### src/rtl/regfile_wb_sched.sv
`default_nettype none
// ============================================================================
// Module   : regfile_wb_sched
// Purpose  : Write-back scheduler and scoreboard for the 32x64 register file.
//            Arbitrates the single register-file write port between the
//            ALU/execute path (requester 0) and the load/memory path
//            (requester 1), and tracks destination registers that still have
//            a write outstanding so decode can stall on RAW/WAW hazards.
//
// Ports    : Clk, Reset_n         - clock (rising edge), async active-low reset
//            Flush                - pipeline flush, clears the scoreboard
//            AllocValid/AllocRd   - decode destination allocation request
//            AllocReady           - allocation accepted this cycle (comb)
//            QueryRA/QueryRB      - decode source indices
//            BusyA/BusyB          - source has a pending write (comb)
//            Wr0*/Wr1*            - writeback requests (valid, rd, data)
//            Wr0Ready/Wr1Ready    - request granted this cycle (comb)
//            RegWr/RW/BusW        - registered register-file write port
//            Err                  - sticky: write accepted to a non-pending reg
//
// Revision : 1.0 - initial release
// ============================================================================
module regfile_wb_sched #(
  parameter int DATA_W   = 64,
  parameter int ADDR_W   = 5,
  parameter int ZERO_REG = 31
) (
  input  logic              Clk,
  input  logic              Reset_n,
  input  logic              Flush,
  // Allocation from decode
  input  logic              AllocValid,
  input  logic [ADDR_W-1:0] AllocRd,
  output logic              AllocReady,
  // Hazard query from decode
  input  logic [ADDR_W-1:0] QueryRA,
  input  logic [ADDR_W-1:0] QueryRB,
  output logic              BusyA,
  output logic              BusyB,
  // Writeback requester 0 (ALU / execute)
  input  logic              Wr0Valid,
  input  logic [ADDR_W-1:0] Wr0Rd,
  input  logic [DATA_W-1:0] Wr0Data,
  output logic              Wr0Ready,
  // Writeback requester 1 (load / memory)
  input  logic              Wr1Valid,
  input  logic [ADDR_W-1:0] Wr1Rd,
  input  logic [DATA_W-1:0] Wr1Data,
  output logic              Wr1Ready,
  // Register file write port
  output logic              RegWr,
  output logic [ADDR_W-1:0] RW,
  output logic [DATA_W-1:0] BusW,
  // Status
  output logic              Err
);

  localparam int                c_nregs    = 1 << ADDR_W;
  localparam logic [ADDR_W-1:0] c_zero_idx = ADDR_W'(ZERO_REG);

  // --------------------------------------------------------------------------
  // State
  // --------------------------------------------------------------------------
  logic [c_nregs-1:0] r_busy;
  // Last requester granted: 0 = requester 0, 1 = requester 1.
  // Reset value 1 so that requester 0 wins the first contention.
  logic               r_last_gnt;
  logic               r_regwr;
  logic [ADDR_W-1:0]  r_rw;
  logic [DATA_W-1:0]  r_busw;
  logic               r_err;

  // --------------------------------------------------------------------------
  // Combinational
  // --------------------------------------------------------------------------
  logic               w_alloc_is_zero;
  logic               w_alloc_ready;
  logic               w_alloc_set;
  logic               w_gnt0;
  logic               w_gnt1;
  logic               w_gnt_any;
  logic [ADDR_W-1:0]  w_sel_rd;
  logic [DATA_W-1:0]  w_sel_data;
  logic               w_sel_is_zero;
  logic               w_err_set;
  logic [c_nregs-1:0] w_busy_nxt;

  // Scoreboard lookups. r_busy[c_zero_idx] is held at 0, so a query of the
  // zero register never reports busy.
  assign BusyA = r_busy[QueryRA];
  assign BusyB = r_busy[QueryRB];

  // Allocation: the zero register is always accepted but never tracked.
  // A register that is still busy is rejected even if its write completes
  // this very cycle; the busy bit is sampled before the clear takes effect.
  assign w_alloc_is_zero = (AllocRd == c_zero_idx);
  assign w_alloc_ready   = AllocValid & ~Flush & (w_alloc_is_zero | ~r_busy[AllocRd]);
  assign w_alloc_set     = w_alloc_ready & ~w_alloc_is_zero;
  assign AllocReady      = w_alloc_ready;

  // Round-robin arbitration. Grants depend only on the valid bits, the
  // pointer and Flush -- never on request data or destination.
  assign w_gnt0    = ~Flush & Wr0Valid & (~Wr1Valid |  r_last_gnt);
  assign w_gnt1    = ~Flush & Wr1Valid & (~Wr0Valid | ~r_last_gnt);
  assign w_gnt_any = w_gnt0 | w_gnt1;

  assign Wr0Ready = w_gnt0;
  assign Wr1Ready = w_gnt1;

  // Granted request payload
  assign w_sel_rd      = w_gnt1 ? Wr1Rd   : Wr0Rd;
  assign w_sel_data    = w_gnt1 ? Wr1Data : Wr0Data;
  assign w_sel_is_zero = (w_sel_rd == c_zero_idx);

  // A non-zero destination that was never allocated indicates a pipeline bug.
  assign w_err_set = w_gnt_any & ~w_sel_is_zero & ~r_busy[w_sel_rd];

  // Next scoreboard value. The write-stage clear and the allocation set are
  // applied independently so different registers both take effect on the
  // same edge. If the same register appears in both (only possible when the
  // write was to a non-pending register), the new allocation wins so the
  // fresh hazard is not lost.
  always_comb begin
    w_busy_nxt = r_busy;
    if (Flush) begin
      w_busy_nxt = '0;
    end else begin
      if (r_regwr) begin
        w_busy_nxt[r_rw] = 1'b0;
      end
      if (w_alloc_set) begin
        w_busy_nxt[AllocRd] = 1'b1;
      end
    end
    w_busy_nxt[c_zero_idx] = 1'b0;
  end

  // --------------------------------------------------------------------------
  // Sequential
  // --------------------------------------------------------------------------
  always_ff @(posedge Clk or negedge Reset_n) begin
    if (!Reset_n) begin
      r_busy <= '0;
    end else begin
      r_busy <= w_busy_nxt;
    end
  end

  // Pointer moves only when someone is actually granted.
  always_ff @(posedge Clk or negedge Reset_n) begin
    if (!Reset_n) begin
      r_last_gnt <= 1'b1;
    end else if (w_gnt_any) begin
      r_last_gnt <= w_gnt1;
    end
  end

  // Write stage: one cycle after the grant. A grant to the zero register is
  // consumed here but produces no register-file write. RW/BusW hold when
  // nothing is granted.
  always_ff @(posedge Clk or negedge Reset_n) begin
    if (!Reset_n) begin
      r_regwr <= 1'b0;
      r_rw    <= '0;
      r_busw  <= '0;
    end else begin
      r_regwr <= w_gnt_any & ~w_sel_is_zero;
      if (w_gnt_any) begin
        r_rw   <= w_sel_rd;
        r_busw <= w_sel_data;
      end
    end
  end

  // Sticky error, cleared only by reset.
  always_ff @(posedge Clk or negedge Reset_n) begin
    if (!Reset_n) begin
      r_err <= 1'b0;
    end else if (w_err_set) begin
      r_err <= 1'b1;
    end
  end

  assign RegWr = r_regwr;
  assign RW    = r_rw;
  assign BusW  = r_busw;
  assign Err   = r_err;

endmodule
`default_nettype wire

### config.mk
export PLATFORM = sky130hd
export DESIGN_NAME = regfile_wb_sched
export DESIGN_NICKNAME = d
export VERILOG_FILES = /design/src/rtl/regfile_wb_sched.sv
export SDC_FILE = /design/constraint.sdc
export NUM_CORES = 1
export LEC_CHECK = 0
export ABC_AREA = 1
export CORE_MARGIN = 10
export CORE_UTILIZATION = 49
export CTS_BUF_LIST = sky130_fd_sc_hd__clkbuf_8
export CTS_CLUSTER_DIAMETER = 100
export DETAILED_ROUTE_END_ITERATION = 6
export PLACE_DENSITY = 0.87
export SYNTH_ARGS = -nofsm -noshare
export SYNTH_HDL_FRONTEND = slang
export SYNTH_SLANG_ARGS = --single-unit
### constraint.sdc
create_clock -name Clk -period 3.3 [get_ports Clk]
set_clock_uncertainty 0.2 [all_clocks]
set_input_delay 0.66 -clock Clk [delete_from_list [all_inputs] [get_ports Clk]]
set_output_delay 0.66 -clock Clk [all_outputs]
set_load 0.01 [all_outputs]
== Word level (Yosys, flattened, before mapping) ==
Index checks and enable logic that the tools add are counted.

* Flip-flop bits (word level): 103
* Latch bits: 0
* Bits in writable memories: 0
* Bits in read-only memories: 0
* Input bits: 159
* Memories kept: 0

* Add/sub/neg operators: 0
* $mul: 0
* Divide/modulo/power cells: 0
* $lt $le $gt $ge: 7
* Equal/unequal tests: 2
* Shifts and indexed selects: 0
* Multiplexer cells: 18
* Bitwise gates (word level): 24
* Reduce and logical (&&, ||, !) cells: 2

{| class="wikitable"
|+ Operator list
! kind !! number
|-
| $mux W31 || 4
|-
| $mux W64 || 1
|-
| $and A31 B31 Y31 || 1
|-
| $not A31 Y31 || 1
|-
| $or A31 B31 Y31 || 1
|-
| $lt A5 B6 Y1 const B || 5
|-
| $bmux W1 S5 || 4
|-
| $demux W1 S5 || 2
|-
| $eq A5 B5 Y1 const B || 2
|-
| $ge A5 B1 Y1 const B || 2
|-
| $and A1 B1 Y1 || 9
|-
| $not A1 Y1 || 8
|-
| $mux W1 || 6
|-
| $mux W5 || 1
|-
| $or A1 B1 Y1 || 4
|-
| $logic_and A1 B1 Y1 || 2
|}

== Depth between registers and ports, before layout ==
* Word-level depth: 11
* Gate-level depth with buffers: 14
* Gate-level depth less buffers: 14

== Worst setup path before layout ==
OpenSTA, ideal clock, no wires.

* Path type: input to output
* From: in QueryRA[0]
* To: out BusyA
* Data arrival time: 1,658 ps
* Data required time: 2,440 ps
* Slack: 782 ps
* Stages on the path: 6
* Buffers on the path: 1
* Cells stage by stage: inv_1 -> clkbuf_1 -> o21ai_0 -> o211ai_1 -> nand3_1 -> a32oi_1

* Word-level cells in the longest chain between the ends: 2

{| class="wikitable"
|+ Ends and longest elaborated chain
! element !! line !! text
|-
| from (decl) || 36 || <nowiki>input logic [ADDR_W-1:0] QueryRA,</nowiki>
|-
| $bmux W1 S5 || 90 || <nowiki>assign BusyA = r_busy[QueryRA];</nowiki>
|-
| $mux W1 (implied by the code) || 90 ||
|-
| to (decl) || 38 || <nowiki>output logic BusyA,</nowiki>
|}

No other way between the ends. The select of a mux whose other input is x is not followed.

== Final worst setup path ==
Ends and elaborated chain as after synthesis.

==> results.yml <==
status:
  run_status: "complete, no violations"
pwr:
  clkPwrFrac_pct: 20.5
  vdd_drop_max_v: 0.000281
  seqPwrFrac_pct: 41.1
  power_density_mw_per_mm2: 435
  p_sw_mw: 1.42
  p_leak_nw: 3.85
  comb_power_share_pct: 38.4
  internal_power_mw: 2.50
  p_sw_share_pct: 36.3
drt:
  via_per_inst: 5.88
  drtIter0Drc: 1085
  wire_per_inst_um: 21.9
  drc_errors: 0
  drt_pass1_iterations: 7
  vias: 7491
  ant_nets: 0
  routed_wl_um: 27900
floorplan:
  start_util_pct: 50.3
  die-height_um: 131
  core_area_mm2: 0.0121
  core.rowCount: 40
  pin_count: 235
  die-area_mm2: 0.0172
  die_w_um: 131
final_layout:
  area_delta_synth_final_pct: 48.6
  final_cell_mix: "clkdlybuf4s50_1, a21oi_1, dfrtp_1, nor2_1, nand2_1"
  instances_no_fill: 1275
  drive_above_1_share_pct: 7.70
  nets: 1258
  layout_commonest_cell: "clkdlybuf4s50_1"
logic_synthesis:
  synthFlopType: "dfrtp_1"
  yosys_warnings: 0
  ys_ff_latch: 103
  yosysUniqueCellTypes: 31
  synth-async-reset-ratio_pct: 100
  netlist_instances: 853
  netlist_area_mm2: 0.00607
  avgSynthCellArea_um2: 7.12
  syn-num-nets: 1012
  synth_area_leader_cell: "dfrtp_1"
  synthTopCellsByArea: "dfrtp_1, a21oi_1, o22ai_1"
  synth-edff-count: 0
  synth_top_cell_area_share_pct: 42.0
  ys_seq_area_share_pct: 42.5
worst_setup_path:
  cp_data_required_time_ps: 2440
  worstPathArrival_ps: 2270
  setup.worst_path.start_class: "primary input"
  critPathSlowestCell: "clkdlybuf4s50_1"
  crit_chain: "clkdlybuf4s50_1 -> clkinvlp_4 -> buf_4 -> o21ai_0 -> a21oi_1 -> o21ai_0 -> a31oi_1 -> a32oi_1 -> clkbuf_2"
  worstSetupEndpointType: "primary output"
  critPathMaxFanout: 5
  reg2reg_setup_slack_ps: 890
  r2r_start: "r_busy[21]"
  r2r-end: "r_busy[5]"
  max_stage_delay_ps: 530
  crit_path_frequent_cell: "o21ai_0"
  critical_path_class: "primary input to primary output"
  reg2regPathDepth: 11
job:
  maxCapViolCount: 0
timing:
  setup_viol: 0
  max_freq_mhz: 320
  slew_viol_final: 0
  slew-limit-headroom_pct: 47.0
  period_needed_ps: 3130
  grt_setup_unrepaired: "no"
  hold_viol: 0
  worst_slew_pin_slew_ps: 795
  fin_crit_sh_pct: 94.8
  holdWs_ps: 138
clock_network:
  clock_path_buffers: 2
  numCtsBuffers: 9
  root_buffer: "clkbuf_8"
  cts_tree: "built"
  cts_sinks: 103
  clock_latency_ps: 390
  path_clk_slew_ps: 100
  htreeDepth: 3
grt:
  overflow: 0
  grt_max_degree: 71
  grt_usage_pct: 30.5
  antenna_found_initial: 3
  grt_pass1_wl_um: 42100
  grt_pass1_vias: 7292
place:
  dp_hpwl_um: 20800
  placed_cells: 1251
  place_congestion: 1.03
  portBuffers: 234
hold_path:
  min-delay-path-class: "primary input to asynchronous set/reset pin"
-- metrics by stage --
step | power (mW) | TNS, ps | util (%) | worst slack [ps] | cell area [um^2]
after CTS | 3.90 | 0 | 74.8 | 72.6 | 9020
after global routing | 4.10 | 0 | 74.8 | 9.31 | 9020
after detailed placement | 3.11 | -570 | 72.8 | -289 | 8780
after floorplan | 2.23 | 0 | - | 782 | 6070
after global placement | 3.09 | -504 | 72.8 | -273 | 8780
final | 3.92 | 0 | 74.8 | 172 | 9020
-- repair_timing --
item                       in CTS  in global routing
resized for setup              12                  8
pin swaps                       0                  0
buffers inserted                5                  0
hold buffers                    0                  0
cloned                          0                  0
setup endpoints to repair       3                  2
-- power by group through the flow --
stage          Clock [mW]  Combinational [mW]  Sequential, mW
2_1_floorplan           0               0.551            1.68
3_3_place_gp            0                1.47            1.62
3_5_place_dp            0                1.49            1.62
4_1_cts             0.802                1.50            1.61
5_1_grt             0.846                1.62            1.63
6_report            0.804                1.51            1.61
-- synthesized netlist by cell type, drive strengths merged, types with 3 or more instances --
master	instances
dfrtp	102
nand4	3
nor3	20
clkbuf	34
o21ai	59
a21oi	151
nand3	86
o211ai	3
a211oi	5
a31oi	3
inv	96
nand2	98
o22ai	71
buf	13
nor2	102
-- metal layers --
layer / global-route usage [%] / up-vias / wire (um)
met3: 10.3 / 79 / 2920
met4: 13.5 / 0 / 1150
met1: 37.3 / 3519 / 10800
li1: - / 3426 / -
met2: 47.8 / 467 / 12900
met5: 0 / - / 0
-- area by class of cell --
type                            instances  area [um^2]
Timing Repair Buffer                  282         2710
Antenna cell                            3         7.51
Tap cell                              168          210
Clock buffer                           10          138
Fill cell                             951         3040
Sequential cell                       103         2580
Clock inverter                          6         53.8
Inverter                               97          368
Multi-Input combinational cell        606         2960
-- critical path: cells and delay by family --
family          cells  cell delay (ps)
compound gates      5              600
buf+inv             4             1010
-- kinds of logic (layout without fill, tap and decap cells) --
group                  Yosys count  after routing  share of synthesized area, %
AOI/OAI and AO/OA              296            296                          26.5
other                            0              3                             0
buffers and inverters          144            395                          9.23
DFF                            103            103                          42.5
and+or+nand+nor                310            310                          21.8
-- worst max path at each step --
stage	slack, ps	to	cells after the start	from
2_1_floorplan	780	BusyA	6	QueryRA[0]
3_3_place_gp	-270	AllocReady	10	AllocRd[1]
3_5_place_dp	-290	AllocReady	10	AllocRd[0]
4_1_cts	70	BusyA	9	QueryRA[0]
5_1_grt	9	BusyA	9	QueryRA[0]
6_report	170	BusyA	9	QueryRA[0]
-- registers in the layout, summed over array words and instances (netlist names) --
name	count
RW	5
BusW	64
r_busy	31
RegWr	1
Err	1
r_last_gnt	1
No activity file was read; power rests on OpenSTA's default activity.
